### src/rtl/chunked_adder.sv
// -----------------------------------------------------------------------------
// chunked_adder
//
// Multi-cycle adder/subtractor. A WIDTH-bit add or subtract is done CHUNK bits
// per clock, least significant chunk first. The carry between chunks is kept in
// a register, so the longest carry chain is only CHUNK bits. Operands arrive on
// a valid/ready handshake and the result leaves on a second one.
//
// Ports
//   clk        in   clock, every flop uses the rising edge
//   rst        in   synchronous reset, active high
//   in_valid   in   a, b, sub and carry_in are valid
//   in_ready   out  block is idle and can accept operands (comb. from state)
//   a          in   operand A (unsigned or two's complement)
//   b          in   operand B
//   sub        in   0 = a + b + carry_in, 1 = a - b
//   carry_in   in   carry into the LSB for add, ignored for subtract
//   out_valid  out  sum / carry_out / overflow are valid
//   out_ready  in   consumer takes the result
//   sum        out  result modulo 2^WIDTH
//   carry_out  out  carry out of the MSB (for subtract: 1 = no borrow)
//   overflow   out  signed overflow (carry into MSB xor carry out of MSB)
//
// The file also holds chunked_adder_chk, a small assertion checker that the
// top level instantiates. Synthesis ignores its concurrent assertions.
// -----------------------------------------------------------------------------

// -----------------------------------------------------------------------------
// chunked_adder_chk
//
// Handshake properties of chunked_adder, observed from its ports only.
//
// Ports
//   clk, rst        clock and synchronous reset of the checked block
//   in_ready        input-side ready
//   out_valid       output-side valid
//   out_ready       output-side ready
//   sum, carry_out, overflow   result bus that must stay stable while stalled
// -----------------------------------------------------------------------------
module chunked_adder_chk #(
  parameter int WIDTH = 16
) (
  input logic             clk,
  input logic             rst,
  input logic             in_ready,
  input logic             out_valid,
  input logic             out_ready,
  input logic [WIDTH-1:0] sum,
  input logic             carry_out,
  input logic             overflow
);

  // The block is never ready for new operands while a result is waiting.
  a_no_ready_while_valid : assert property (
    @(posedge clk) disable iff (rst)
      !(in_ready && out_valid)
  );

  // A stalled result stays valid and its value does not move.
  a_result_held_under_backpressure : assert property (
    @(posedge clk) disable iff (rst)
      (out_valid && !out_ready) |=>
        (out_valid && $stable(sum) && $stable(carry_out) && $stable(overflow))
  );

endmodule : chunked_adder_chk

// -----------------------------------------------------------------------------
// chunked_adder (top)
// -----------------------------------------------------------------------------
module chunked_adder #(
  parameter int WIDTH = 16,
  parameter int CHUNK = 4
) (
  input  logic             clk,
  input  logic             rst,
  input  logic             in_valid,
  output logic             in_ready,
  input  logic [WIDTH-1:0] a,
  input  logic [WIDTH-1:0] b,
  input  logic             sub,
  input  logic             carry_in,
  output logic             out_valid,
  input  logic             out_ready,
  output logic [WIDTH-1:0] sum,
  output logic             carry_out,
  output logic             overflow
);

  // Guard against a zero divisor so a bad CHUNK reports the error below
  // instead of failing inside the NCHUNK arithmetic.
  localparam int CHUNK_SAFE = (CHUNK < 1) ? 1 : CHUNK;
  localparam int NCHUNK     = WIDTH / CHUNK_SAFE;
  localparam int CW         = (NCHUNK > 1) ? $clog2(NCHUNK) : 1;
  localparam logic [CW-1:0] LAST_IDX = CW'(NCHUNK - 1);

  if ((CHUNK < 1) || ((WIDTH % CHUNK_SAFE) != 0)) begin : g_bad_param
    $error("chunked_adder: CHUNK must be >= 1 and divide WIDTH (WIDTH=%0d CHUNK=%0d)",
           WIDTH, CHUNK);
  end

  typedef enum logic [1:0] {
    IDLE = 2'd0,
    RUN  = 2'd1,
    DONE = 2'd2
  } state_t;

  // Chunk adder. Returns {carry_out, carry_into_msb, sum[CHUNK-1:0]}.
  // The carry into the MSB is recovered as s ^ x ^ y at the top bit, which
  // holds for any CHUNK, including CHUNK = 1 where it equals cin.
  function automatic logic [CHUNK+1:0] chunk_add(
    input logic [CHUNK-1:0] x,
    input logic [CHUNK-1:0] y,
    input logic             cin
  );
    logic [CHUNK:0] t;
    t = {1'b0, x} + {1'b0, y} + {{CHUNK{1'b0}}, cin};
    chunk_add = {t[CHUNK], t[CHUNK-1] ^ x[CHUNK-1] ^ y[CHUNK-1], t[CHUNK-1:0]};
  endfunction

  state_t           state_r;
  logic [CW-1:0]    cnt_r;
  logic             carry_r;
  // a_r shifts right one chunk per RUN cycle. The freed top chunk receives the
  // chunk sum, so after NCHUNK cycles a_r holds the complete result and no
  // separate partial-sum register is needed.
  logic [WIDTH-1:0] a_r;
  logic [WIDTH-1:0] b_r;
  logic             out_valid_r;
  logic [WIDTH-1:0] sum_r;
  logic             carry_out_r;
  logic             overflow_r;

  logic [CHUNK+1:0] add_s;
  logic [CHUNK-1:0] chunk_sum_s;
  logic             chunk_cout_s;
  logic             chunk_cmsb_s;
  logic [WIDTH-1:0] a_next_s;
  logic [WIDTH-1:0] b_next_s;
  logic             last_s;

  // Split the chunk-adder result for the low chunk of the operand registers.
  always_comb begin
    add_s        = chunk_add(a_r[CHUNK-1:0], b_r[CHUNK-1:0], carry_r);
    chunk_cout_s = add_s[CHUNK+1];
    chunk_cmsb_s = add_s[CHUNK];
    chunk_sum_s  = add_s[CHUNK-1:0];
    b_next_s     = b_r >> CHUNK;
    last_s       = (cnt_r == LAST_IDX);
  end

  if (CHUNK == WIDTH) begin : g_single_chunk
    // Next value of the operand/result shift register (single chunk).
    always_comb begin
      a_next_s = chunk_sum_s;
    end
  end else begin : g_multi_chunk
    // Next value of the operand/result shift register (multi chunk).
    always_comb begin
      a_next_s = {chunk_sum_s, a_r[WIDTH-1:CHUNK]};
    end
  end

  // Control FSM, operand/carry datapath and registered result outputs.
  always_ff @(posedge clk) begin
    if (rst) begin
      state_r     <= IDLE;
      cnt_r       <= {CW{1'b0}};
      carry_r     <= 1'b0;
      a_r         <= {WIDTH{1'b0}};
      b_r         <= {WIDTH{1'b0}};
      out_valid_r <= 1'b0;
      sum_r       <= {WIDTH{1'b0}};
      carry_out_r <= 1'b0;
      overflow_r  <= 1'b0;
    end else begin
      case (state_r)
        IDLE: begin
          if (in_valid) begin
            // Subtract is a + ~b + 1, so only B and the initial carry change.
            a_r     <= a;
            b_r     <= sub ? ~b : b;
            carry_r <= sub ? 1'b1 : carry_in;
            cnt_r   <= {CW{1'b0}};
            state_r <= RUN;
          end
        end

        RUN: begin
          a_r     <= a_next_s;
          b_r     <= b_next_s;
          carry_r <= chunk_cout_s;
          cnt_r   <= cnt_r + CW'(1);
          if (last_s) begin
            sum_r       <= a_next_s;
            carry_out_r <= chunk_cout_s;
            overflow_r  <= chunk_cout_s ^ chunk_cmsb_s;
            out_valid_r <= 1'b1;
            cnt_r       <= {CW{1'b0}};
            state_r     <= DONE;
          end
        end

        DONE: begin
          if (out_ready) begin
            out_valid_r <= 1'b0;
            state_r     <= IDLE;
          end
        end

        default: begin
          out_valid_r <= 1'b0;
          state_r     <= IDLE;
        end
      endcase
    end
  end

  // Port drive: ready is decoded from state and gated by reset.
  always_comb begin
    in_ready  = (state_r == IDLE) && !rst;
    out_valid = out_valid_r;
    sum       = sum_r;
    carry_out = carry_out_r;
    overflow  = overflow_r;
  end

  chunked_adder_chk #(
    .WIDTH(WIDTH)
  ) u_chk (
    .clk       (clk),
    .rst       (rst),
    .in_ready  (in_ready),
    .out_valid (out_valid),
    .out_ready (out_ready),
    .sum       (sum),
    .carry_out (carry_out),
    .overflow  (overflow)
  );

endmodule : chunked_adder
### config.mk
export PLATFORM = sky130hd
export DESIGN_NAME = chunked_adder
export DESIGN_NICKNAME = d
export VERILOG_FILES = /design/src/rtl/chunked_adder.sv
export SDC_FILE = /design/constraint.sdc
export NUM_CORES = 1
export LEC_CHECK = 0
export CAP_MARGIN = 20
export CORE_MARGIN = 3
export CORE_UTILIZATION = 46
export CTS_CLUSTER_DIAMETER = 50
export DETAILED_ROUTE_END_ITERATION = 8
export HOLD_SLACK_MARGIN = 0.06
export PLACE_DENSITY = 0.87
export SYNTH_ARGS = -nofsm -noshare
export SYNTH_HDL_FRONTEND = slang
export SYNTH_SLANG_ARGS = --single-unit
### constraint.sdc
create_clock -name clk -period 1.8 [get_ports clk]
set_input_delay 0.18 -clock clk [delete_from_list [all_inputs] [get_ports clk]]
set_output_delay 0.18 -clock clk [all_outputs]
set_load 0.1 [all_outputs]
After elaboration in Yosys (flattened, before gate mapping)
Cells that the tools add are included.
{"block": "word_totals", "regBits": 56, "latchBits": 0, "ramBits": 0, "romBits": 0, "inputBits": 38, "output_inout_bits": 20, "word_cells": 49, "n_memories": 0}
{"block": "classes", "addsub": 3, "n_mul": 0, "div": 0, "n_lt_le_gt_ge": 0, "n_eq_ne": 6, "n_shift": 0, "n_mux": 18, "bitwise_logic": 5, "reduce_logical": 8}
{"cell": "case mux 16 bit (2 select lines)", "n": 2}
{"cell": "2-to-1 mux 16 bit", "n": 3}
{"cell": "inverter 16 bit", "n": 1}
{"cell": "2-to-1 mux 2 bit", "n": 5}
{"cell": "inequality test 2 bit, second input constant", "n": 3}
{"cell": "case mux 2 bit (3 select lines)", "n": 1}
{"cell": "AND reduction 3 bit", "n": 2}
{"cell": "adder 4 x 4 -> 5 bit", "n": 1}
{"cell": "adder 5 x 1 -> 5 bit", "n": 1}
{"cell": "equality test 2 bit, second input constant", "n": 2}
{"cell": "2-to-1 mux 1 bit", "n": 4}
{"cell": "case mux 2 bit (2 select lines)", "n": 1}
{"cell": "AND reduction 2 bit", "n": 2}
{"cell": "case mux 1 bit (3 select lines)", "n": 1}
{"cell": "bitwise XOR 1 bit", "n": 3}
{"cell": "adder 2 x 1 -> 2 bit, second input constant", "n": 1}
{"cell": "equality test 2 x 1 -> 1 bit, second input constant", "n": 1}
{"cell": "zero test 2 bit", "n": 1}
{"cell": "case mux 1 bit (2 select lines)", "n": 1}
{"cell": "nonzero test 2 bit", "n": 1}
{"cell": "logical AND 1 bit", "n": 1}
{"cell": "zero test 1 bit", "n": 1}
{"cell": "inverter 1 bit", "n": 1}

Depth between registers and ports, before layout
Gate-level depths: netlist (run 1).
{"block": "logic_depth", "ltp_word": 5, "depth_mapped": 7, "ltp_nobuf": 6}

Worst setup path after synthesis (run 1)
No wires, ideal clock.
{"block": "synth_path", "path_type": "register -> output", "start": "register state_r[1]", "end": "output port in_ready", "t_arrival_ns": 2.827, "t_required_ns": 1.620, "path_slack_ns": -1.207, "path_stages_with_launch": 5, "n_path_buf": 3, "path_cell_list": "dfxtp_1 buf_4 buf_2 buf_2 nor3_1"}
{"block": "synth_between", "elab_chain_len": 2}
{"element": "start: declaration", "line_no": "121", "rtl": "state_t state_r;"}
{"element": "start signal: assignment", "line_no": "167", "rtl": "state_r <= IDLE;"}
{"element": "start signal: assignment", "line_no": "185", "rtl": "state_r <= RUN;"}
{"element": "start signal: assignment", "line_no": "200", "rtl": "state_r <= DONE;"}
{"element": "zero test 2 bit", "line_no": "221", "rtl": "in_ready = (state_r == IDLE) && !rst;"}
{"element": "logical AND 1 bit", "line_no": "221"}
{"element": "end: declaration", "line_no": "78", "rtl": "output logic in_ready,"}
No other way between the ends.

Worst setup path after layout (run 1)
{"block": "layout_path", "start": "register carry_r", "end": "register overflow_r, in the netlist overflow"}
{"block": "layout_between", "elab_chain_len": 4}
{"element": "start: declaration", "line_no": "123", "rtl": "logic carry_r;"}
{"element": "start signal: assignment", "line_no": "183", "rtl": "carry_r <= sub ? 1'b1 : carry_in;"}
{"element": "start signal: assignment", "line_no": "192", "rtl": "carry_r <= chunk_cout_s;"}
{"element": "adder 5 x 1 -> 5 bit (*)", "line_no": "117", "rtl": "t = {1'b0, x} + {1'b0, y} + {{CHUNK{1'b0}}, cin};"}
{"element": "bitwise XOR 1 bit (2 in a row)", "line_no": "118", "rtl": "chunk_add = {t[CHUNK], t[CHUNK-1] ^ x[CHUNK-1] ^ y[CHUNK-1], t[CHUNK-1:0]};"}
{"element": "bitwise XOR 1 bit (*)", "line_no": "197", "rtl": "overflow_r <= chunk_cout_s ^ chunk_cmsb_s;"}
{"element": "end signal: assignment", "line_no": "197"}
{"element": "end: declaration", "line_no": "132", "rtl": "logic overflow_r;"}
Every way passes the cells marked *; elsewhere a longest branch is shown, timed or not.
A chain may end at the register's enable or synchronous reset.

==> results.ini, run 1 <==
[sta]
finClkSkew_ns = 0.00453
timing.final.ws_setup_ns = -0.0371
worst_hold_slack_ns = 0.423
period_minus_slack_ns = 1.84
period_share_pct = 102
fmax_ghz = 0.544
rsz0062_at_grt = true
slew_headroom_pct = 50.2
slew_viol_final = 0
finalHoldViolations = 0
tightest_slew_ns = 0.747
finalSetupViolCount = 1

[yosys]
synth_simple_gate_area_share_pct = 22.7
synth_top_area_share_pct = 40.4
muxShareOfSynthArea_pct = 0
syn_area_mm2 = 0.00277
synth_most_common_cell = dfxtp_1
async_reset_ff_share_pct = 0
synth-compound-area-share_pct = 21.6
syn_inst = 344
yosysWarningCount = 0
synth_ff_type = dfxtp_1
synth-adder-area-share_pct = 3.25
netlist_top_cells_count = dfxtp_1 (56), nor2_1 (50), nand2_1 (45)
synth_area_leaders = dfxtp_1 (40%), a21oi_1 (7.6%), nor2_1 (6.8%)
synth_edf_count = 0
synth_top_family_by_area = simple AND/OR/NAND/NOR gates
yosysTopAreaCell = dfxtp_1
postSynthAreaPerCell_um2 = 8.06
synth_nets = 388
synthXorXnorAreaFrac_pct = 5.68
ys_seq_area_share_pct = 40.4
ys_types = 36
yosys_register_bits = 56

[drt]
antenna_left = 0
wl_um = 6810
drc = 0
wire_per_inst_um = 14.3
drtIter0Drc = 181
num_vias = 2579
firstDrtPassIters = 4
avgViaCountPerCell = 5.43

[pwr]
internal_power_mw = 1.86
power_switching_share_pct = 28.0
leakage_nw = 1.45
power_frac_comb_pct = 21.8
seqPwrFrac_pct = 52.9
power_frac_clock_pct = 25.3
vdd_ir_drop_max_uv = 393
power.density_mw_per_mm2 = 731
switching_power_uw = 722

[grt]
top_usage_layer = met2
overflow = 0
grt_use_met3_pct = 3.75
grt_pass1_vias = 2575
antenna_found_initial = 0
grtUsageMet1_pct = 23.6
globalRouteTotalUtil_pct = 20.0
grt_pass1_wl_um = 11700
grt_max_degree = 41
grt.met2_usage_pct = 35.6

[run_status]
violations = negative setup slack
status = complete, but fails checks

[worst_setup_path]
regToRegSetupSlack_ns = -0.04
slowest_stage = fa_2
crit_path_max_incr_delay_ns = 0.39
reg2reg_to = overflow
cpMostUsedCell = fa_2
cpLargestDelayFamily = adder cells
path_buf_inv = 0
r2r_start = carry_r
arrival_ns = 2.05
r2r_cells = 6
endpoint_kind = register
startpoint_type = register
crit_fanout = 3
path_class = register to register
required_ns = 2.02
crit_path_cell_trace = fa_2, fa_2, nand3_2, a21oi_2, o211a_1, o41ai_2

[die]
start_util_pct = 48.9
die_h_um = 83.7
dieWidth_um = 83.7
io_pins = 58
core_area_mm2 = 0.00568
row_count = 27
dieArea_mm2 = 0.00700

[clock_tree]
clock_path_buffers = 2
path_clk_slew_ns = 0.09
clock_sinks = 56
h-tree-depth = 2
clock_latency_ns = 0.31
numCtsBuffers = 5
tritoncts = done
cts-root-buf = clkbuf_8

[job]
cap_violations = 0

[hold_path]
worstHoldPathCells = 2
min_from = rst
hold-path-endpoint = b_r[13]
hp-class = input port to register

[placed_design]
hpwl_um = 4940
dp.cells = 468
portBuffers = 57
pre_cts_ws_ns = -0.0849
place.gp.congestion = 0.803

[layout]
n_antenna_cell = 0
nFillCells = 508
synthToLayoutAreaGrowth_pct = 27.2
layoutNonFillerInstCount = 475
layout-drive-gt1-share_pct = 17.4
final_net_count = 447

[layout make-up]
| type | instances | area [µm²] | area share (%) |
|---|---|---|---|
| clock inverter | 1 | 5.00 | 0.142 |
| inverter | 7 | 26.3 | 0.744 |
| clock buffer | 6 | 72.6 | 2.06 |
| timing repair buffer | 80 | 701 | 19.9 |
| multi-input combinational | 253 | 1510 | 42.9 |
| sequential | 56 | 1120 | 31.8 |
| tap | 72 | 90.1 | 2.55 |
[power groups by stage]
stage	clock network (mW)	registers, mW	logic, mW
after floorplan	0	1.38	0.343
after global placement	0	1.39	0.524
after detailed placement	0	1.39	0.543
after CTS	0.661	1.37	0.553
after global routing	0.712	1.38	0.618
final	0.653	1.37	0.562
[sequential cells by signal, indices dropped and copies added (netlist names)]
register	flops
state_r	2
overflow	1
out_valid	1
cnt_r	2
sum	16
b_r	16
carry_out	1
a_r	16
carry_r	1
[worst max-delay path by stage]
stage | startpoint | cells past startpoint | slack (ns) | end
after floorplan | carry_r | 6 | 0.02 | overflow
after global placement | carry_r | 6 | -0.02 | overflow
after detailed placement | carry_r | 6 | -0.08 | overflow
after CTS | carry_r | 6 | -0.006 | overflow
after global routing | carry_r | 6 | -0.10 | overflow
final | carry_r | 6 | -0.04 | overflow
[kinds of logic after synthesis]
kind of cell               count (synthesis)
and+or+nand+nor                          136
AOI/OAI and AO/OA                         93
xor gates and xnor gates                  18
DFF                                       56
buffers and inverters                     35
adders and majority gates                  6
[timing repair]
item / CTS / global route
resized for setup: 6 / 1
hold endpoints to repair: 0 / 0
hold buffers: 0 / 0
endpoints found under the setup margin: 4 / 5
cloned: 0 / 0
pin swaps: 0 / 1
buffers inserted: 0 / 0
[per-layer routing]
| metal | share of wire, % | routed length (µm) |
|---|---|---|
| met4 | 2.4 | 164 |
| met1 | 42 | 2860 |
| met3 | 4.7 | 318 |
| met2 | 51 | 3470 |
| met5 | 0 | 0 |
[placed cells by master, fill, tap and decap left out, types with 3 or more instances in the layout]
cell and count:
nand2_1 45, clkdlybuf4s50_1 36, nor2_1 50, nor3_1 7, xor2_1 18, clkbuf_8 5, a22oi_1 18, buf_4 42
o21ai_0 14, o221a_2 6, dfxtp_1 55, a21oi_1 41, inv_1 7, ha_1 3, a2111oi_0 3, nor2b_1 20
[stage by stage]
| stage | TNS [ns] | power [mW] | area (µm²) | utilization, % |
|---|---|---|---|---|
| 6_report | -0.0371 | 2.58 | 3530 | 62.2 |
| 5_1_grt | -0.168 | 2.71 | 3530 | 62.2 |
| 4_1_cts | -0.00565 | 2.58 | 3530 | 62.1 |
| 3_5_place_dp | -0.146 | 1.94 | 3430 | 60.5 |
| 3_3_place_gp | -0.0166 | 1.91 | 3430 | 60.5 |
| 2_1_floorplan | 0 | 1.72 | 2790 | - |
Power figures use the tool's default switching activity.
==> run 2: changes to the inputs <==
CAP_MARGIN = 15   (was 20)
==> results of run 2 <==
Final layout, timing and power as in run 1 (identical DEF).
